===== config.mk =====
export PLATFORM = sky130hd
export DESIGN_NAME = step_counter
export DESIGN_NICKNAME = d
export VERILOG_FILES = /design/src/rtl/step_counter_pkg.sv /design/src/rtl/step_counter_tick_divider.sv /design/src/rtl/step_counter.sv
export SDC_FILE = /design/constraint.sdc
export NUM_CORES = 1
export LEC_CHECK = 0
export BUFFER_PORTS_ARGS = -buffer_cell sky130_fd_sc_hd__buf_2
export CAP_MARGIN = 20
export CELL_PAD_IN_SITES_DETAIL_PLACEMENT = 1
export CELL_PAD_IN_SITES_GLOBAL_PLACEMENT = 1
export CORE_UTILIZATION = 40
export CTS_BUF_LIST = sky130_fd_sc_hd__clkbuf_4 sky130_fd_sc_hd__clkbuf_8
export DETAILED_ROUTE_END_ITERATION = 10
export PLACE_DENSITY = 0.88
export SLEW_MARGIN = 15
export SYNTH_ARGS = -nofsm -noshare
export SYNTH_HDL_FRONTEND = slang
export SYNTH_HIERARCHICAL = 1
export SYNTH_SLANG_ARGS = --single-unit

===== constraint.sdc =====
create_clock -name clock -period 2.7 [get_ports clock]
set_clock_uncertainty 0.05 [all_clocks]
set_input_delay 0 -clock clock [delete_from_list [all_inputs] [get_ports clock]]
set_output_delay 0 -clock clock [all_outputs]
set_load 0.02 [all_outputs]

===== src/rtl/step_counter_pkg.sv =====
// step_counter_pkg: shared types and helpers for the step_counter block.
//   dir_t        - counting direction (DIR_DOWN = 0, DIR_UP = 1)
//   presc_width  - prescaler register width for a given DIV, minimum 1 bit
package step_counter_pkg;

  typedef enum logic {
    DIR_DOWN = 1'b0,
    DIR_UP   = 1'b1
  } dir_t;

  function automatic int presc_width(input int div);
    return (div <= 2) ? 1 : $clog2(div);
  endfunction

endpackage


===== src/rtl/step_counter_tick_divider.sv =====
// tick_divider: clock-enable prescaler for step_counter.
// Counts 0..DIV-1 on enabled cycles and asserts fire on the enabled cycle
// that completes a period. With DIV=1 the count stays 0 and fire = enable.
// Ports:
//   clock   in  sole clock, posedge
//   reset_  in  synchronous active-high reset, count -> 0
//   enable  in  advance the count; hold when low
//   clear   in  restart the period (count -> 0)
//   fire    out high on the enabled cycle that completes a period
module tick_divider
  import step_counter_pkg::*;
#(
  parameter int DIV = 2
) (
  input  logic clock,
  input  logic reset_,
  input  logic enable,
  input  logic clear,
  output logic fire
);

  localparam int PW = presc_width(DIV);
  localparam logic [PW-1:0] LAST = PW'(DIV - 1);

  logic [PW-1:0] presc_q, presc_d;

  always_comb begin
    presc_d = presc_q;
    if (clear) begin
      presc_d = '0;
    end else if (enable) begin
      presc_d = (presc_q == LAST) ? '0 : presc_q + 1'b1;
    end
  end

  always_ff @(posedge clock) begin
    if (reset_) begin
      presc_q <= '0;
    end else begin
      presc_q <= presc_d;
    end
  end

  // Priority against load is resolved by the owner of the counter.
  assign fire = enable && (presc_q == LAST);

endmodule


===== src/rtl/step_counter.sv =====
// step_counter: paced up/down counter with prescaler, parallel load and
// overflow/underflow pulse.
// Optional feature macro: STEP_COUNTER_SATURATE_EN (clamp at the bounds
// instead of wrapping). Default build wraps modulo 2^WIDTH.
// Parameters: WIDTH (counter width), STEP (increment), DIV (prescaler ratio).
// Ports:
//   clock       in   sole clock, posedge
//   reset_      in   synchronous active-high reset
//   enable      in   advance the prescaler
//   up          in   1 = add STEP, 0 = subtract STEP
//   load        in   parallel load request (beats a coincident update)
//   load_value  in   value captured on load
//   value       out  registered counter value
//   tick        out  registered pulse marking a counter update
//   limit       out  registered pulse: update carried or borrowed
module step_counter
  import step_counter_pkg::*;
#(
  parameter int WIDTH = 16,
  parameter int STEP  = 1,
  parameter int DIV   = 2
) (
  input  logic             clock,
  input  logic             reset_,
  input  logic             enable,
  input  logic             up,
  input  logic             load,
  input  logic [WIDTH-1:0] load_value,
  output logic [WIDTH-1:0] value,
  output logic             tick,
  output logic             limit
);

  localparam logic [WIDTH:0] STEP_W = (WIDTH + 1)'(STEP);

  logic             fire;
  dir_t             dir;
  logic [WIDTH:0]   res;
  logic [WIDTH-1:0] value_q, value_d;
  logic             tick_q, tick_d;
  logic             limit_q, limit_d;

  tick_divider #(
    .DIV (DIV)
  ) u_tick_divider (
    .clock  (clock),
    .reset_ (reset_),
    .enable (enable),
    .clear  (load),
    .fire   (fire)
  );

`ifdef STEP_COUNTER_SATURATE_EN
  // Out-of-range result pins to the bound it tried to cross.
  function automatic logic [WIDTH-1:0] saturate(input logic [WIDTH:0] raw,
                                                input dir_t d);
    if (raw[WIDTH]) begin
      return (d == DIR_UP) ? '1 : '0;
    end
    return raw[WIDTH-1:0];
  endfunction
`endif

  assign dir = dir_t'(up);

  // Extra top bit carries the carry (up) or borrow (down).
  assign res = (dir == DIR_UP) ? ({1'b0, value_q} + STEP_W)
                               : ({1'b0, value_q} - STEP_W);

  always_comb begin
    value_d = value_q;
    tick_d  = 1'b0;
    limit_d = 1'b0;
    if (load) begin
      value_d = load_value;
    end else if (fire) begin
`ifdef STEP_COUNTER_SATURATE_EN
      value_d = saturate(res, dir);
`else
      value_d = res[WIDTH-1:0];
`endif
      tick_d  = 1'b1;
      limit_d = res[WIDTH];
    end
  end

  // Output register stage
  always_ff @(posedge clock) begin
    if (reset_) begin
      value_q <= '0;
      tick_q  <= 1'b0;
      limit_q <= 1'b0;
    end else begin
      value_q <= value_d;
      tick_q  <= tick_d;
      limit_q <= limit_d;
    end
  end

  assign value = value_q;
  assign tick  = tick_q;
  assign limit = limit_q;

endmodule


==> results of run 1 <==
## power groups by stage
stage / sequential (mW) / combinational (mW) / clock (mW)
after floorplan: 0.335 / 0.191 / 0
after global placement: 0.317 / 0.275 / 0
after detailed placement: 0.318 / 0.287 / 0
after CTS: 0.311 / 0.304 / 0.229
after global routing: 0.313 / 0.342 / 0.244
final: 0.311 / 0.311 / 0.222
## Yosys cell counts (2+ instances only)
cell type and count:
a211oi_1 5, a21o_1 3, a21oi_1 25, clkbuf_1 9
dfxtp_1 19, ha_1 15, inv_1 13, nand2_1 15
nand2b_1 2, nand4_1 2, nor2_1 10, nor2b_1 6
nor3_1 4, nor3b_1 8, o21ai_0 11, o21ai_2 2
o21bai_1 3, o22ai_1 7, or3_1 2, xnor2_1 13
xor2_1 2
## final timing paths
path | cells after the start | end | startpoint
setup / recovery | 8 | value[14]$_SDFFE_PP0P_ | value[0]$_SDFFE_PP0P_
hold / removal | 3 | value[15]$_SDFFE_PP0P_ | load_value[15]
setup reg to reg | 8 | value[14]$_SDFFE_PP0P_ | value[0]$_SDFFE_PP0P_
hold reg to reg | 2 | u_tick_divider/presc_q$_SDFFE_PP0P_ | u_tick_divider/presc_q$_SDFFE_PP0P_
## sequential cells by signal (all words and copies together) (netlist names)
register	cells
tick	1
u_tick_divider/presc_q	1
value	16
limit	1
## through the flow
stage / setup WS [ns] / hold slack, ns / area (um2)
floorplan: 0.490 / 0.0190 / 1550
global placement: 0.470 / 0.181 / 1780
detailed placement: 0.428 / 0.196 / 1780
CTS: 0.404 / 0.00173 / 1970
global route: 0.270 / 0.0132 / 1970
finish: 0.377 / -0.00112 / 1970
## cell type report
cell class | instances | area share
multi-input combinational | 155 | 0.551
sequential | 19 | 0.194
timing repair buffer | 54 | 0.176
tap | 48 | 0.0306
clock buffer | 4 | 0.0248
inverter | 13 | 0.0248
## logic make-up after synthesis
kind of cell | Yosys count
buf+inv | 22
xor+xnor | 15
compound gates | 69
simple gates | 54
mux | 1
flops | 19
fa+ha+maj | 16
## worst register-to-register path, stage by stage (launching register included)
cell and delay [ns]:
dfxtp_1 0.40, inv_1 0.08, fa_1 0.48, nand2b_1 0.20
a21oi_2 0.26, o21ai_2 0.12, a31o_1 0.23, and3_1 0.20
o32ai_2 0.23
## per-layer routing
layer / vias up / global-route usage / wire [um]
met3: 4 / 0.0429 / 170
li1: 804 / - / -
met2: 40 / 0.464 / 2510
met4: 0 / 0.0750 / 38
met1: 803 / 0.312 / 2250
met5: - / 0 / 0
## what timing repair did
item,CTS,global route
endpoints found under the setup margin,0,0
endpoints found under the hold margin,14,0
hold buffers,14,0
==> summary.txt, run 1 <==
Layout
  • Area of the multi-input gates: 1080 um2
  • Antenna diode count: 0
  • Area delta synth->final: 27.2%
  • Register Area: between 300 and 400 um2
  • Fillers: about 480
  • Commonest non-fill, non-tap cell in the layout: buf_2
  • Final Non-Filler Cells: about 300
  • Commonest cells after routing, fill and taps aside: buf_2, a21oi_1, dfxtp_1
  • Layout Utilization: 0.533
  • Nets@finish: between 200 and 300
  • Layout cells sized above 1: 0.220

Power
  • Seq pwr share: 0.369
  • Pwr Density: between 400 and 500 nW/um2
  • Combinational Power Share: 0.369
  • Net Sw Frac: 0.353
  • Internal power: approximately 0.55 mW
  • Net Sw Power: 0.298 mW
  • Leak Pwr: a little under 0.9 nW
  • Peak VDD IR: around 190 uV
  • Clk pwr share: 0.263
  • Total power: approximately 0.84 mW

Synthesis
  • Mapped Cells: 196
  • Yosys reg bits: 19
  • Syn Std Cell Area: roughly 1500 um2
  • Post-synthesis mux area share: 0.00648
  • Post-synth top area cell: dfxtp_1
  • Xor/xnor cell area share of the yosys netlist: 0.0850
  • Syn nets: 233
  • Compound-cell area share of the yosys netlist: 0.289
  • Post-synthesis simple-gate area fraction: 0.185
  • Cell variety after synth: 41
  • Yosys top cell area share: 0.246
  • FFs w/ async S/R, synth: 0
  • Largest family of logic cells by synthesized area: compound AO/OA/AOI/OAI gates
  • Synth Area in Adders: 0.134
  • Synth Flop Type: dfxtp_1
  • Post-synth EDFFs: 0
  • Synthesized area per cell: roughly 7.9 um2
  • Yosys warns: 6
  • Seq/Total Area, Yosys: 0.246
  • Top cells by area, synth: dfxtp_1, ha_1, a21oi_1, xnor2_1, nor3b_1

Worst hold path
  • Hold crit path type: primary input to flop

Critical path
  • Critical path buffers and inverters: 1
  • Slowest CP cell: fa_1
  • Crit path largest cell delay: approximately 0.47 ns
  • Data arrival time of the critical path: ~2.5 ns
  • Worst-path cell chain: inv_1, fa_1, nand2b_1, a21oi_2, o21ai_2, a31o_1, and3_1, o32ai_2
  • Worst Setup Start Kind: flop
  • Setup slack on the worst flop-to-flop path: 0.38 ns
  • CP top delay family: compound AO/OA/AOI/OAI gates
  • CP Capture Type: flop
  • WP data required: roughly 2.8 ns
  • CP Class: flop to flop
  • Critical path peak fanout: 5

Clocking
  • Clock Pin Slew Worst Setup and Hold Paths: around 0.08 ns
  • CTS H-Tree Depth: 1
  • CTS tree: done
  • Root Buffer: clkbuf_8
  • CTS Buffer Depth: 2
  • TritonCTS Buffers: 3
  • PostCTS Resize Cnt: 0
  • CTS Sinks: 19
  • Clk_lat worst skew: roughly 0.26 ns
  • Setup bufs post-CTS: 0

GRT
  • First-pass GRT wire length: 8250 um
  • Gr usage total: 0.258
  • Vias in the first global route: around 1,700
  • Largest net degree at the start of global routing: 35
  • Initial antenna violation count: 0
  • Overflow after GRT: 0

Routing
  • Post-DR vias/cell: ~5.6
  • Routed len/inst: between 15 and 20 um
  • Antenna viol nets, final: 0
  • Initial drt markers: 56
  • Post-Route WL: 4960 um
  • TritonRoute pass-1 iters: 4
  • Total number of vias: approximately 1,700
  • DRC Markers: 0

Timing
  • RSZ-0062 raised after global routing: false
  • Final worst-path cycle share: 0.860
  • Fin. max-slew vios: 0
  • Setup tns final: 0 ns
  • Max-Slew Margin vs Limit: 0.594
  • Hold Fails Final Rpt: 1
  • Least-Margin Pin Slew: roughly 0.61 ns
  • Max Fclk: 431 MHz
  • Hold WS: -0.00112 ns
  • Post-layout min period: roughly 2.3 ns
  • Final setup violation count: 0

Die
  • Die W: 64.2 um
  • Core area: roughly 3700 um2
  • IO Pins: 39
  • Row count: 22
  • Die Height: 64.2 um
  • Initial Util: 0.419
  • Die area: ~4100 um2

Placement
  • Placer Congestion: 0.775
  • Port bufs: 38
  • DP HPWL: roughly 3300 um
  • Cells after DPL: between 200 and 300

Run status
  • Outcome: complete, but fails checks
  • Failing checks: hold timing

Flow run
  • Max Cap Viol: 0
Power figures use the tool's default switching activity.
==> run 2: changes to the inputs <==
Settings changed: CORE_UTILIZATION 40 to 38, CTS_BUF_LIST sky130_fd_sc_hd__clkbuf_4 sky130_fd_sc_hd__clkbuf_8 to default, PLACE_DENSITY 0.88 to 0.84.
==> run 2 against run 1 <==
The run now ends clean. Clock-buffer cell count unchanged. Clock power decreased by 6%. First-iteration DRC count decreased by 54%. Largest power group unchanged.
==> summary.txt, run 2 (synthesized netlist as in run 1, its figures left out) <==
Run status
  • Outcome: complete, no violations

Layout
  • Final Non-Filler Cells: approximately 290
  • Commonest cells after routing, fill and taps aside: buf_2, a21oi_1, dfxtp_1
  • Antenna diode count: 0
  • Area delta synth->final: 27.0%
  • Commonest non-fill, non-tap cell in the layout: buf_2
  • Largest register FFs: 16
  • Nets@finish: 283
  • Fillers: ~480
  • Layout cells sized above 1: 0.216

Power
  • Leak Pwr: between 0.8 and 0.9 nW
  • Total power: around 0.8 mW
  • Peak VDD IR: between 300 and 400 uV
  • Pwr Density: approximately 420 nW/um2

Routing
  • Post-Route WL: 4480 um
  • Post-DR vias/cell: ~5.5
  • Initial drt markers: 26
  • DRC Markers: 0
  • Routed len/inst: ~15 um
  • Antenna viol nets, final: 0
  • Total number of vias: between 1,500 and 2,000
  • TritonRoute pass-1 iters: 4

Critical path
  • Reg2Reg Depth: 8
  • Data arrival time of the critical path: roughly 2.4 ns
  • Crit path largest cell delay: between 0.4 and 0.5 ns
  • CP Class: flop to flop
  • Worst Setup Start Kind: flop
  • Critical path peak fanout: 5
  • Worst-path cell chain: inv_1, fa_1, nand2b_1, a21oi_2, o21ai_2, a31o_1, and3_1, o32ai_2
  • CP Capture Type: flop
  • Critical R2R Capture: value[14]$_SDFFE_PP0P_
  • Setup slack on the worst flop-to-flop path: ~0.44 ns
  • Slowest CP cell: fa_1
  • WP data required: 2.83 ns
  • Worst Setup SP: value[0]$_SDFFE_PP0P_
  • Reg-to-Reg Start: value[0]$_SDFFE_PP0P_

Timing
  • Post-layout min period: roughly 2.3 ns
  • Final worst-path cycle share: 0.836
  • Setup tns final: 0 ns
  • Least-Margin Pin Slew: 0.607 ns
  • RSZ-0062 raised after global routing: false
  • Fin. max-slew vios: 0
  • Max Fclk: between 400 and 500 MHz
  • Max-Slew Margin vs Limit: 0.596
  • Final setup violation count: 0
  • Hold Fails Final Rpt: 0

Clocking
  • Root Buffer: clkbuf_8
  • CTS Buffer Depth: 2
  • Clk_lat worst skew: between 0.2 and 0.3 ns
  • TritonCTS Buffers: 3
  • CTS Sinks: 19
  • Setup bufs post-CTS: 0
  • CTS tree: done
  • CTS H-Tree Depth: 1
  • Clock Pin Slew Worst Setup and Hold Paths: around 0.080 ns

GRT
  • First-pass GRT wire length: around 7400 um
  • Overflow after GRT: 0
  • Initial antenna violation count: 0
  • Gr usage total: 0.223
  • Vias in the first global route: 1,585
  • Largest net degree at the start of global routing: 35

Placement
  • Placer Congestion: 0.833
  • Port bufs: 38
  • DP HPWL: between 3000 and 4000 um
  • Cells after DPL: ~280

Die
  • IO Pins: 39
  • Core area: between 3000 and 4000 um2
  • Die area: 4330 um2
  • Die Height: about 66 um
  • Initial Util: 0.410
  • Row count: 22
  • Die W: roughly 66 um

Flow run
  • Max Cap Viol: 0

Worst hold path
  • WHS Endpoint: value[12]$_SDFFE_PP0P_
  • Hold crit path type: primary input to flop
  • Hold Startpoint: load_value[12]
  • Hold path cells: 3
==> run 2: cell count changes in the layout (fill, tap and decap cells not counted) <==
cell	change
clkbuf_1	+1
clkbuf_4	-1
==> run 2: cell type report <==
| type | count | area (um2) | share of cell area |
|---|---|---|---|
| multi-input cells | 155 | 1080 | 0.552 |
| clock buffers | 4 | 45.0 | 0.0230 |
| well taps | 48 | 60.1 | 0.0306 |
| inverters | 13 | 48.8 | 0.0249 |
| flip-flops and latches | 19 | 380 | 0.194 |
| repair buffers | 54 | 345 | 0.176 |
==> run 2: repair_timing <==
action / 4_1_cts / 5_1_grt
resized for setup: 0 / 0
hold endpoints to repair: 14 / 0
hold buffers: 14 / 0
==> run 2: worst max-delay path by stage <==
stage                                         to  slack, ns  cells after the start
after floorplan           value[14]$_SDFFE_PP0P_       0.49                      8
after global placement    value[15]$_SDFFE_PP0P_       0.48                      9
after detailed placement  value[14]$_SDFFE_PP0P_       0.42                      9
after CTS                 value[14]$_SDFFE_PP0P_       0.43                      8
after global routing      value[14]$_SDFFE_PP0P_       0.28                      8
final                     value[14]$_SDFFE_PP0P_       0.44                      8
==> run 2: worst max-delay path: cells and delay by family (launching register included) <==
family	cells	cell delay, ns
fa+ha+maj	1	0.45
buf+inv	1	0.08
compound gates	4	0.80
simple gates	2	0.39
flops	1	0.40
==> run 2: per-stage QoR <==
stage / utilization / worst slack, ns / area [um2] / hold WS [ns]
2_1_floorplan: - / 0.490 / 1550 / 0.0190
3_3_place_gp: 0.471 / 0.481 / 1780 / 0.178
3_5_place_dp: 0.471 / 0.421 / 1780 / 0.193
4_1_cts: 0.520 / 0.432 / 1960 / 0.00209
5_1_grt: 0.520 / 0.276 / 1960 / 0.0264
6_report: 0.520 / 0.443 / 1960 / 0.000269
==> run 2: layer usage <==
| layer | up-vias | routed length, um | GRT usage | share of wire |
|---|---|---|---|---|
| li1 | 804 | - | - | - |
| met1 | 771 | 2060 | 0.268 | 0.46 |
| met2 | 26 | 2270 | 0.412 | 0.51 |
| met3 | 4 | 109 | 0.0431 | 0.024 |
| met4 | 0 | 37 | 0.0326 | 0.0083 |
| met5 | - | 0 | 0 | 0 |
==> run 2: power breakdown <==
part | internal, mW | switching (mW)
Combinational | 0.133 | 0.170
Sequential | 0.297 | 0.0134
Clock | 0.105 | 0.104
Total | 0.536 | 0.287
==> run 3: changes to the inputs <==
Settings changed: ABC_AREA from default to 1, PLACE_DENSITY 0.84 to 0.85.
Clock period 2.7 ns to 2.1 ns, I/O delays scaled along.
==> run 3 against run 2 <==
Critical path type is now primary input to flop. Global-route usage shrank 1.0 points. Largest power group is now combinational logic. Register-to-register slack lost 0.15 ns. Non-clock buffer count shrank 2. Sequential share of layout area shrank 2.5 points. Critical path depth grew 6. Sequential power grew 27%. Sequential cell count is the same. Clock power grew 31%.
==> summary.txt, run 3 <==
Run status
  • Outcome: complete, no violations

Clocking
  • Root Buffer: clkbuf_8
  • Clk_lat worst skew: approximately 0.26 ns
  • CTS Buffer Depth: 2
  • TritonCTS Buffers: 3
  • CTS Sinks: 19
  • CTS tree: done
  • CTS H-Tree Depth: 1
  • Clock Pin Slew Worst Setup and Hold Paths: roughly 0.08 ns
  • Setup bufs post-CTS: 0

Timing
  • Setup tns final: 0 ns
  • Final setup violation count: 0
  • Max Fclk: ~520 MHz
  • RSZ-0062 raised after global routing: false
  • Final worst-path cycle share: 0.915
  • Max-Slew Margin vs Limit: 0.692
  • Fin. max-slew vios: 0
  • Hold Fails Final Rpt: 0
  • Final WS setup: ~0.18 ns
  • Post-layout min period: 1.92 ns
  • Least-Margin Pin Slew: 0.461 ns

Layout
  • Nets@finish: 374
  • Antenna diode count: 0
  • Layout cells sized above 1: 0.274
  • Commonest non-fill, non-tap cell in the layout: nand2_1
  • Largest register FFs: 16
  • Commonest cells after routing, fill and taps aside: nand2_1, inv_1, buf_2
  • Area delta synth->final: 21.3%

Critical path
  • Worst-path cell chain: dlygate4sd3_1, buf_2, inv_1, buf_4, ha_1, nand2_2, inv_1, nand2_1, nand3_2, nand2_2, nand2_1, nand2_1, nand3_1, a21oi_1
  • CP Capture Type: flop
  • Slowest CP cell: dlygate4sd3_1
  • Critical path peak fanout: 9
  • Data arrival time of the critical path: 2.07 ns
  • Critical R2R Capture: limit$_SDFF_PP0_
  • Reg-to-Reg Start: value[0]$_SDFFE_PP0P_
  • Reg2Reg Depth: 11
  • WP data required: 2.25 ns
  • CP Class: primary input to flop
  • Worst Setup Start Kind: primary input
  • Crit path largest cell delay: 0.51 ns
  • Crit-path most repeated cell: nand2_1
  • Setup slack on the worst flop-to-flop path: about 0.29 ns

GRT
  • Largest net degree at the start of global routing: 20
  • First-pass GRT wire length: ~8600 um
  • Met1 track demand over resource: 0.276
  • Gr busiest metal: met2
  • Met3 GRT Util: 0.0295
  • Vias in the first global route: 1,915
  • Initial antenna violation count: 0
  • Met2 Resource Use GR: 0.381
  • Overflow after GRT: 0
  • Gr usage total: 0.213

Synthesis
  • Yosys top cell area share: 0.205
  • Post-synth top cells: nand2_1, inv_1, nand3_1
  • Synth Flop Type: dfxtp_1
  • Seq/Total Area, Yosys: 0.205
  • Cell variety after synth: 31
  • Yosys reg bits: 19
  • Syn nets: ~320
  • Syn Std Cell Area: 1860 um2
  • Mapped Cells: 286
  • Top cells by area, synth: dfxtp_1, nand2_1, ha_1, inv_1, nand2_2
  • Yosys warns: 6
  • Synthesized area per cell: between 6 and 7 um2
  • FFs w/ async S/R, synth: 0
  • Post-synth top area cell: dfxtp_1
  • Most common cell in the netlist: nand2_1
  • Post-synth EDFFs: 0

Power
  • Clk pwr share: 0.252
  • Net Sw Power: between 0.4 and 0.5 mW
  • Peak VDD IR: 400 uV
  • Pwr Density: 483 nW/um2
  • Seq pwr share: 0.365
  • Net Sw Frac: 0.383
  • Leak Pwr: about 1.2 nW
  • Internal power: 0.671 mW
  • Combinational Power Share: 0.383

Routing
  • Initial drt markers: 48
  • Antenna viol nets, final: 0
  • TritonRoute pass-1 iters: 4
  • Post-Route WL: 5290 um
  • DRC Markers: 0
  • Routed len/inst: between 10 and 15 um
  • Total number of vias: roughly 2,000
  • Post-DR vias/cell: roughly 4.8

Worst hold path
  • WHS Endpoint: value[1]$_SDFFE_PP0P_
  • Hold Startpoint: load_value[1]
  • Hold crit path type: primary input to flop
  • Hold path cells: 5

Die
  • Die Height: 71.9 um
  • Core area: around 4700 um2
  • Initial Util: 0.393
  • Die area: around 5200 um2
  • IO Pins: 39
  • Die W: 71.9 um
  • Row count: 25

Placement
  • Port bufs: 38
  • Placer Congestion: 0.865
  • Pre-CTS WS: just under 0.3 ns
  • DP HPWL: 3990 um

Flow run
  • Max Cap Viol: 0
==> run 3: cell types whose count changed after synthesis, sizes merged, moves of 8 or more <==
| cell | previous run | this run |
|---|---|---|
| nand2 | 15 | 96 |
| inv | 13 | 50 |
| nand3 | 0 | 24 |
| xnor2 | 13 | 1 |
| a22oi | 0 | 11 |
| nor2 | 10 | 21 |
| nor3b | 8 | 0 |
==> run 3: cells by family after synthesis <==
logic type / share of synthesized area
buffers and inverters: 0.135
flip-flops: 0.205
AND/OR/NAND/NOR: 0.405
XOR/XNOR: 0.00944
AO/OA/AOI/OAI: 0.134
adder cells (fa/ha/maj): 0.112
==> run 3: area by class of cell <==
cell class / count / area [um2]
clock buffers: 3 / 41.3
multi-input cells: 211 / 1230
flip-flops and latches: 19 / 380
well taps: 67 / 83.8
clock inverters: 1 / 5.00
inverters: 50 / 188
fillers: 652 / 2470
repair buffers: 52 / 325
==> run 3: repair_timing <==
action,in CTS,in global routing
hold buffers,12,0
endpoints found under the setup margin,0,2
gates resized for setup,0,1
endpoints found under the hold margin,12,0
==> run 3: how the worst max path moves through the flow <==
stage / endpoint / startpoint / slack [ns]
6_report: value[14]$_SDFFE_PP0P_ / up / 0.18
5_1_grt: value[14]$_SDFFE_PP0P_ / up / 0.0002
4_1_cts: value[11]$_SDFFE_PP0P_ / up / 0.17
3_5_place_dp: limit$_SDFF_PP0_ / value[0]$_SDFFE_PP0P_ / 0.29
3_3_place_gp: limit$_SDFF_PP0_ / value[0]$_SDFFE_PP0P_ / 0.40
2_1_floorplan: limit$_SDFF_PP0_ / value[0]$_SDFFE_PP0P_ / 0.32
==> run 3: critical path: cells and delay by family <==
kind            cells  cell delay [ns]
simple gates        7             0.66
buf+inv             5             0.90
fa+ha+maj           1             0.36
compound gates      1             0.13
==> run 3: metrics by stage <==
stage	hold slack [ns]	std cells	total power [mW]	area (um2)	util
global route	0.0159	403	1.16	2250	0.477
finish	0.00592	403	1.09	2250	0.477
global placement	0.194	387	0.788	2080	0.441
floorplan	0.0871	286	0.701	1860	-
detailed placement	0.198	387	0.803	2080	0.441
CTS	0.00390	403	1.11	2250	0.476
==> run 3: power by group through the flow <==
stage | clock network, mW | registers (mW) | logic, mW
6_report | 0.274 | 0.396 | 0.417
5_1_grt | 0.300 | 0.399 | 0.463
4_1_cts | 0.294 | 0.396 | 0.417
3_5_place_dp | 0 | 0.404 | 0.398
3_3_place_gp | 0 | 0.404 | 0.384
2_1_floorplan | 0 | 0.426 | 0.275
==> run 3: metal layers <==
| layer | share of wire | wire (um) |
|---|---|---|
| met1 | 0.49 | 2600 |
| met2 | 0.48 | 2520 |
| met3 | 0.027 | 143 |
| met4 | 0.0059 | 31 |
| met5 | 0 | 0 |
